--- config.mk ---
export PLATFORM = sky130hd
export DESIGN_NAME = bus_arbiter
export DESIGN_NICKNAME = d
export VERILOG_FILES = /design/src/rtl/bus_arbiter.sv
export SDC_FILE = /design/constraint.sdc
export NUM_CORES = 1
export LEC_CHECK = 0
export CORE_MARGIN = 2
export CORE_UTILIZATION = 34
export DETAILED_ROUTE_END_ITERATION = 6
export PLACE_DENSITY = 0.82
export SYNTH_ARGS = -nofsm -noshare
export SYNTH_HDL_FRONTEND = slang
export SYNTH_SLANG_ARGS = --single-unit
--- constraint.sdc ---
create_clock -name clk -period 1.8 [get_ports clk]
set_input_delay 0.45 -clock clk [delete_from_list [all_inputs] [get_ports clk]]
set_output_delay 0.45 -clock clk [all_outputs]
set_load 0.05 [all_outputs]
--- src/rtl/bus_arbiter.sv ---
// rtl/bus_arbiter.sv - two-master round-robin arbiter onto a single shared memory slave
module bus_arbiter #(
  parameter int WIDTH = 32
) (
  input  logic               clk,
  input  logic               rst,
  input  logic               m0_req_valid,
  output logic               m0_req_ready,
  input  logic [WIDTH-1:0]   m0_addr,
  output logic               m0_rsp_valid,
  output logic [WIDTH-1:0]   m0_rsp_data,
  input  logic               m1_req_valid,
  output logic               m1_req_ready,
  input  logic               m1_wen,
  input  logic [WIDTH-1:0]   m1_addr,
  input  logic [WIDTH-1:0]   m1_wdata,
  input  logic [WIDTH/8-1:0] m1_wmask,
  output logic               m1_rsp_valid,
  output logic [WIDTH-1:0]   m1_rsp_data,
  output logic               s_req_valid,
  input  logic               s_req_ready,
  output logic               s_wen,
  output logic [WIDTH-1:0]   s_addr,
  output logic [WIDTH-1:0]   s_wdata,
  output logic [WIDTH/8-1:0] s_wmask,
  input  logic               s_rsp_valid,
  input  logic [WIDTH-1:0]   s_rsp_data
);

  typedef enum logic [1:0] {
    IDLE = 2'd0,
    REQ  = 2'd1,
    RESP = 2'd2
  } state_t;

  state_t state;
  logic   owner;       // 0 = m0, 1 = m1
  logic   last_grant;  // 0 = m0, 1 = m1
  logic   grant_m0;
  logic   grant_m1;
  logic   rsp_fire;

  // Grant decision in IDLE: on a tie the master that did not win last time gets the bus
  always_comb begin
    grant_m0 = 1'b0;
    grant_m1 = 1'b0;
    if (rst && state == IDLE) begin
      if (m1_req_valid && (!m0_req_valid || !last_grant)) begin
        grant_m1 = 1'b1;
      end else if (m0_req_valid) begin
        grant_m0 = 1'b1;
      end
    end
  end

  assign m0_req_ready = grant_m0;
  assign m1_req_ready = grant_m1;

  // Slave response is forwarded straight through to the owner only while waiting for it
  always_comb begin
    rsp_fire     = (state == RESP) && s_rsp_valid;
    m0_rsp_valid = rsp_fire && !owner;
    m1_rsp_valid = rsp_fire && owner;
    m0_rsp_data  = m0_rsp_valid ? s_rsp_data : '0;
    m1_rsp_data  = m1_rsp_valid ? s_rsp_data : '0;
  end

  // Transaction FSM: latch the winner's request, present it to the slave, wait for the response
  always_ff @(posedge clk or negedge rst) begin
    if (!rst) begin
      state       <= IDLE;
      owner       <= 1'b0;
      last_grant  <= 1'b0;
      s_req_valid <= 1'b0;
      s_wen       <= 1'b0;
      s_addr      <= '0;
      s_wdata     <= '0;
      s_wmask     <= '0;
    end else begin
      case (state)
        IDLE: begin
          if (grant_m1) begin
            state       <= REQ;
            owner       <= 1'b1;
            last_grant  <= 1'b1;
            s_req_valid <= 1'b1;
            s_wen       <= m1_wen;
            s_addr      <= m1_addr;
            s_wdata     <= m1_wdata;
            s_wmask     <= m1_wmask;
          end else if (grant_m0) begin
            state       <= REQ;
            owner       <= 1'b0;
            last_grant  <= 1'b0;
            s_req_valid <= 1'b1;
            s_wen       <= 1'b0;
            s_addr      <= m0_addr;
            s_wdata     <= '0;
            s_wmask     <= '0;
          end
        end
        REQ: begin
          if (s_req_ready) begin
            state       <= RESP;
            s_req_valid <= 1'b0;
          end
        end
        RESP: begin
          if (s_rsp_valid) begin
            state <= IDLE;
          end
        end
        default: begin
          state       <= IDLE;
          s_req_valid <= 1'b0;
        end
      endcase
    end
  end

endmodule

Word level (Yosys, flattened, before mapping)
Cells that the tools add are included.
{ "classes": {"n_eq_ne": 5, "n_mux": 25, "n_bitwise": 1, "reduce_logical": 13} }
{ "op_table": {"columns": ["op", "count"], "rows": [
  ["32-bit 2-to-1 mux", 6],
  ["1-bit 2-to-1 mux", 11],
  ["2-bit 2-to-1 mux", 4],
  ["4-bit 2-to-1 mux", 2],
  ["2-bit case mux with 3 select lines", 1],
  ["3-bit AND reduction", 2],
  ["1-bit logical AND", 5],
  ["2-bit != test (second input constant)", 2],
  ["3-bit != test (second input constant)", 1],
  ["1-bit case mux with 3 select lines", 1],
  ["2-bit by 1-bit equality test with 1-bit output (second input constant)", 1],
  ["2-bit equality test (second input constant)", 1],
  ["1-bit logical NOT", 2],
  ["2-bit logical NOT", 1],
  ["2-bit AND reduction", 1],
  ["2-bit nonzero test", 1],
  ["1-bit logical OR", 1],
  ["1-bit NOT", 1]
]} }
{ "totals": {"reg_bits": 73, "inputBits": 139, "out_inout_bits": 138, "elab_cells": 51} }

Logic depth before layout (Yosys ltp)
{ "logic_depth": {"word_depth": 8, "mapped_depth": 6, "depth_no_buf": 3} }

Worst setup path before layout
OpenSTA, ideal clock, no wires.
{ "synth_path": {"path_type": "reg2out", "startpoint": "register state[0]", "endpoint": "output port m0_rsp_data[22]", "t_arrival_ps": 1941, "required_ps": 1350, "setup_slack_ps": -591, "path_stages_with_launch": 5, "path_buffers": 1, "path_cell_list": "dfrtp_1 nand2b_1 nor3b_2 clkbuf_1 and2_1"} }
{ "synth_between": {"elab_chain_cells": 4} }
{ "synth_lines": {"columns": ["element", "line", "text"], "rows": [
  ["from (decl)", "36", "state_t state;"],
  ["from (signal assigned)", "71", "state <= IDLE;"],
  ["from (signal assigned)", "83", "state <= REQ;"],
  ["from (signal assigned)", "92", "state <= REQ;"],
  ["2-bit equality test", "61", "rsp_fire = (state == RESP) && s_rsp_valid;"],
  ["1-bit logical AND", "61", null],
  ["1-bit logical AND", "62", "m0_rsp_valid = rsp_fire && !owner;"],
  ["named net m0_rsp_valid", "10", "output logic m0_rsp_valid,"],
  ["32-bit 2-to-1 mux", "64", "m0_rsp_data = m0_rsp_valid ? s_rsp_data : '0;"],
  ["to (decl)", "11", "output logic [WIDTH-1:0] m0_rsp_data,"]
]} }
The timed path passes the listed nets, and every way through them passes these cells.

Worst setup path after layout
{ "layout_path": {"startpoint": "register state[0]", "endpoint": "output port m0_rsp_data[6]"} }
{ "layout_between": {"elab_chain_cells": 4} }
{ "layout_lines": {"columns": ["element", "line"], "rows": [
  ["2-bit equality test", "61"],
  ["1-bit logical AND", "61"],
  ["1-bit logical AND", "62"],
  ["32-bit 2-to-1 mux", "64"]
]} }
Every way passes these cells.

==> reports/results.txt <==
Post-synthesis compound-gate area fraction - 0.247
R2R cell count - 7
DRT Pass-1 Iters - 5
WL per Instance - 19.0 um
Wirelength, routed - 15.0 mm
Syn avg cell area - 9.83 um^2
Mapped Nets - 503
DRT antenna net count - 0
Post-Layout Inst Area - 7650 um^2
Crit path largest cell delay - 0.41 ns
Worst slew pin tran - 0.697 ns
Flop pwr share - 0.249
Fraction of layout cells with a size suffix above 1 - 0.401
Cell total after placement - 765
Core area - 10300 um^2
Overflow after GRT - 0
Setup WS pre-CTS - -0.411 ns
Logic pwr share - 0.618
R2R Setup Slk - 0.08 ns
Most used DFF post-synth - dfrtp_1
Drc violations - 0
Hold crit path type - input port to asynchronous set/reset pin
Worst clock skew - 0.00911 ns
Yosys reg bits - 73
Vias - 4087
Post-Syn Instances - 364
Fin crit share - 1.19
Leakage - 3.33 nW
Placement Cell Area - 7200 um^2
Finished Core Util - 0.744
Commonest cells post-synth - dfrtp_1, and2_1, a22o_1, o21ai_0
Pwr dens - 1530 nW/um^2
Avg Vias per Cell - 5.19
Global-route wire length before repair - 22.3 mm
Max Slew Vio Count - 0
CP required - 1.35 ns
Critical path's slowest cell - dfrtp_1
Crit. End Element - output port
# hold bufs at CTS - 0
# diodes - 0
Synth unique cells - 27
Adder-Cell Fraction of Synth Area - 0
Die H - 107 um
Seq/Total Area, Yosys - 0.511
Initial DRC Count - 264
Max transition margin - 0.535
Final hold violations - 0
VDD IR max - 1140 uV
Num CTS Buffers - 9
CP Cell Sequence - nand2b_4 > nor3b_4 > buf_6 > and2_4 > buf_12
Clock network fraction of design power - 0.133
Filler cell count - 690
WP data arrival - 1.69 ns
Post-synthesis mux area share - 0
Simple-Gate Fraction of Synth Area - 0.188
Die area - 11400 um^2
Critical path peak fanout - 17
# setup viols final - 68
R2r startpoint - state[0]
Row count - 37
# port buffers - 276
Sw frac - 0.494
FMAX - 0.468 GHz
Final WS setup - -0.338 ns
Ys async rst share - 1.00
Violated checks - setup timing
Period minus WS final - 2.14 ns
RSZ-0062 raised after global routing - true
Hpwl dp - 11.1 mm
Initial Utilization - 0.348
Num ports - 277
Startpoint class of the critical path - flop
Clk_lat worst skew - 0.35 ns
RD Place Congestion - 0.865
Total Routing Usage GR - 0.251
Critical path type - flop to output port
Worst Setup EP - m0_rsp_data[6]
WP buf/inv - 2
Chip width - 107 um
Largest family of logic cells by synthesized area - compound AO/OA/AOI/OAI gates
Reg2reg end - s_addr[24]
Pint - 5.91 mW
CTS Buffer Depth - 2
Nets - 786
Non-Filler Instances - 787
Initial antenna violation count - 0
Largest area contributor in the netlist - dfrtp_1
CTS sink cnt - 73
Clock Root Buffer - clkbuf_8
Mapped cell area - 3580 um^2
Max H-tree Level - 3
Clock Pin Slew Worst Setup and Hold Paths - 0.08 ns
Vias in the first global route - 4196
Synth-to-Final Area Change - 114%
Max-capacitance violation count - 0
Synth top area share - 0.511
CTS tree - built
Synth warn - 0
Critical Path Source - state[0]
Worst hold slack - 0.190 ns
Status - finished with violations
Xor and xnor area share after synthesis - 0
Synth area leaders - dfrtp_1, and2_1, a22o_1, a31oi_1, o21ai_0
Post-synth EDFFs - 0
Cell family with most CP delay - simple AND/OR/NAND/NOR gates
Sw Pwr - 5.78 mW
Largest net degree at the start of global routing - 56
Cell with the most instances after synthesis - dfrtp_1
Worst path depth - 5
-- worst min-delay path by stage --
stage,start,cells past startpoint,end
final,rst,3,s_wdata[23]
after global routing,rst,3,s_wdata[23]
after CTS,rst,3,s_wdata[23]
after detailed placement,s_req_valid,2,s_req_valid
after global placement,s_req_valid,2,s_req_valid
after floorplan,rst,0,owner
-- layout by cell type (no fill, tap or decap), drive strengths merged, types with 5 or more instances in the layout --
cell type        n
buf            174
clkdlybuf4s50  136
a31oi           32
dfrtp           73
o21ai           35
nand2            5
nand3           32
a22o            37
clkbuf           9
and2            65
a21oi           32
-- registers in the layout (all words and copies together), names as in the netlist --
| name | count |
|---|---|
| owner | 1 |
| s_addr | 32 |
| s_req_valid | 1 |
| s_wdata | 32 |
| s_wen | 1 |
| s_wmask | 4 |
| state | 2 |
-- cell type report --
cell class	count	area [um^2]	share of cell area
Clock buffer	9	124	0.0162
Clock inverter	6	115	0.0151
Inverter	1	3.75	0.000491
Multi-Input combinational cell	251	1750	0.229
Sequential cell	73	1830	0.239
Tap cell	136	170	0.0223
Timing Repair Buffer	311	3650	0.478
-- metrics by stage --
stage               power (mW)  TNS (ns)
finish                    11.7    -20.33
global route              12.1    -24.55
CTS                       11.7    -22.10
detailed placement        9.93    -32.26
global placement          9.78    -27.57
floorplan                 7.26    -0.760
-- worst register-to-register path: cells and delay by family (launching register included) --
kind / cells / cell delay, ns
compound gates: 1 / 0.12
buf+inv: 4 / 0.65
flops: 1 / 0.41
simple gates: 2 / 0.41
-- power by group through the flow --
stage                     Clock [mW]  Sequential (mW)  Combinational (mW)
final                           1.55             2.91                7.23
after global routing            1.65             2.98                7.49
after CTS                       1.58             2.89                7.23
after detailed placement           0             2.90                7.03
after global placement             0             2.88                6.91
after floorplan                    0             5.53                1.73
-- kinds of logic after synthesis --
logic type             count (synthesis)
DFF                                   73
and+or+nand+nor                      112
buffers and inverters                 40
AOI/OAI and AO/OA                    139
-- metal layers --
| layer | track usage | wire length (um) |
|---|---|---|
| met3 | 0.0565 | 1130 |
| met1 | 0.270 | 5270 |
| met4 | 0.109 | 522 |
| met5 | 0 | 0 |
| met2 | 0.469 | 8070 |
-- what timing repair did --
action	CTS	global route
cloned	3	0
endpoints found under the hold margin	0	0
endpoints found under the setup margin	68	100
pin swaps	9	23
buffers inserted	7	0
resized for setup	52	20
Note: power is estimated with default switching activity, not from simulation.
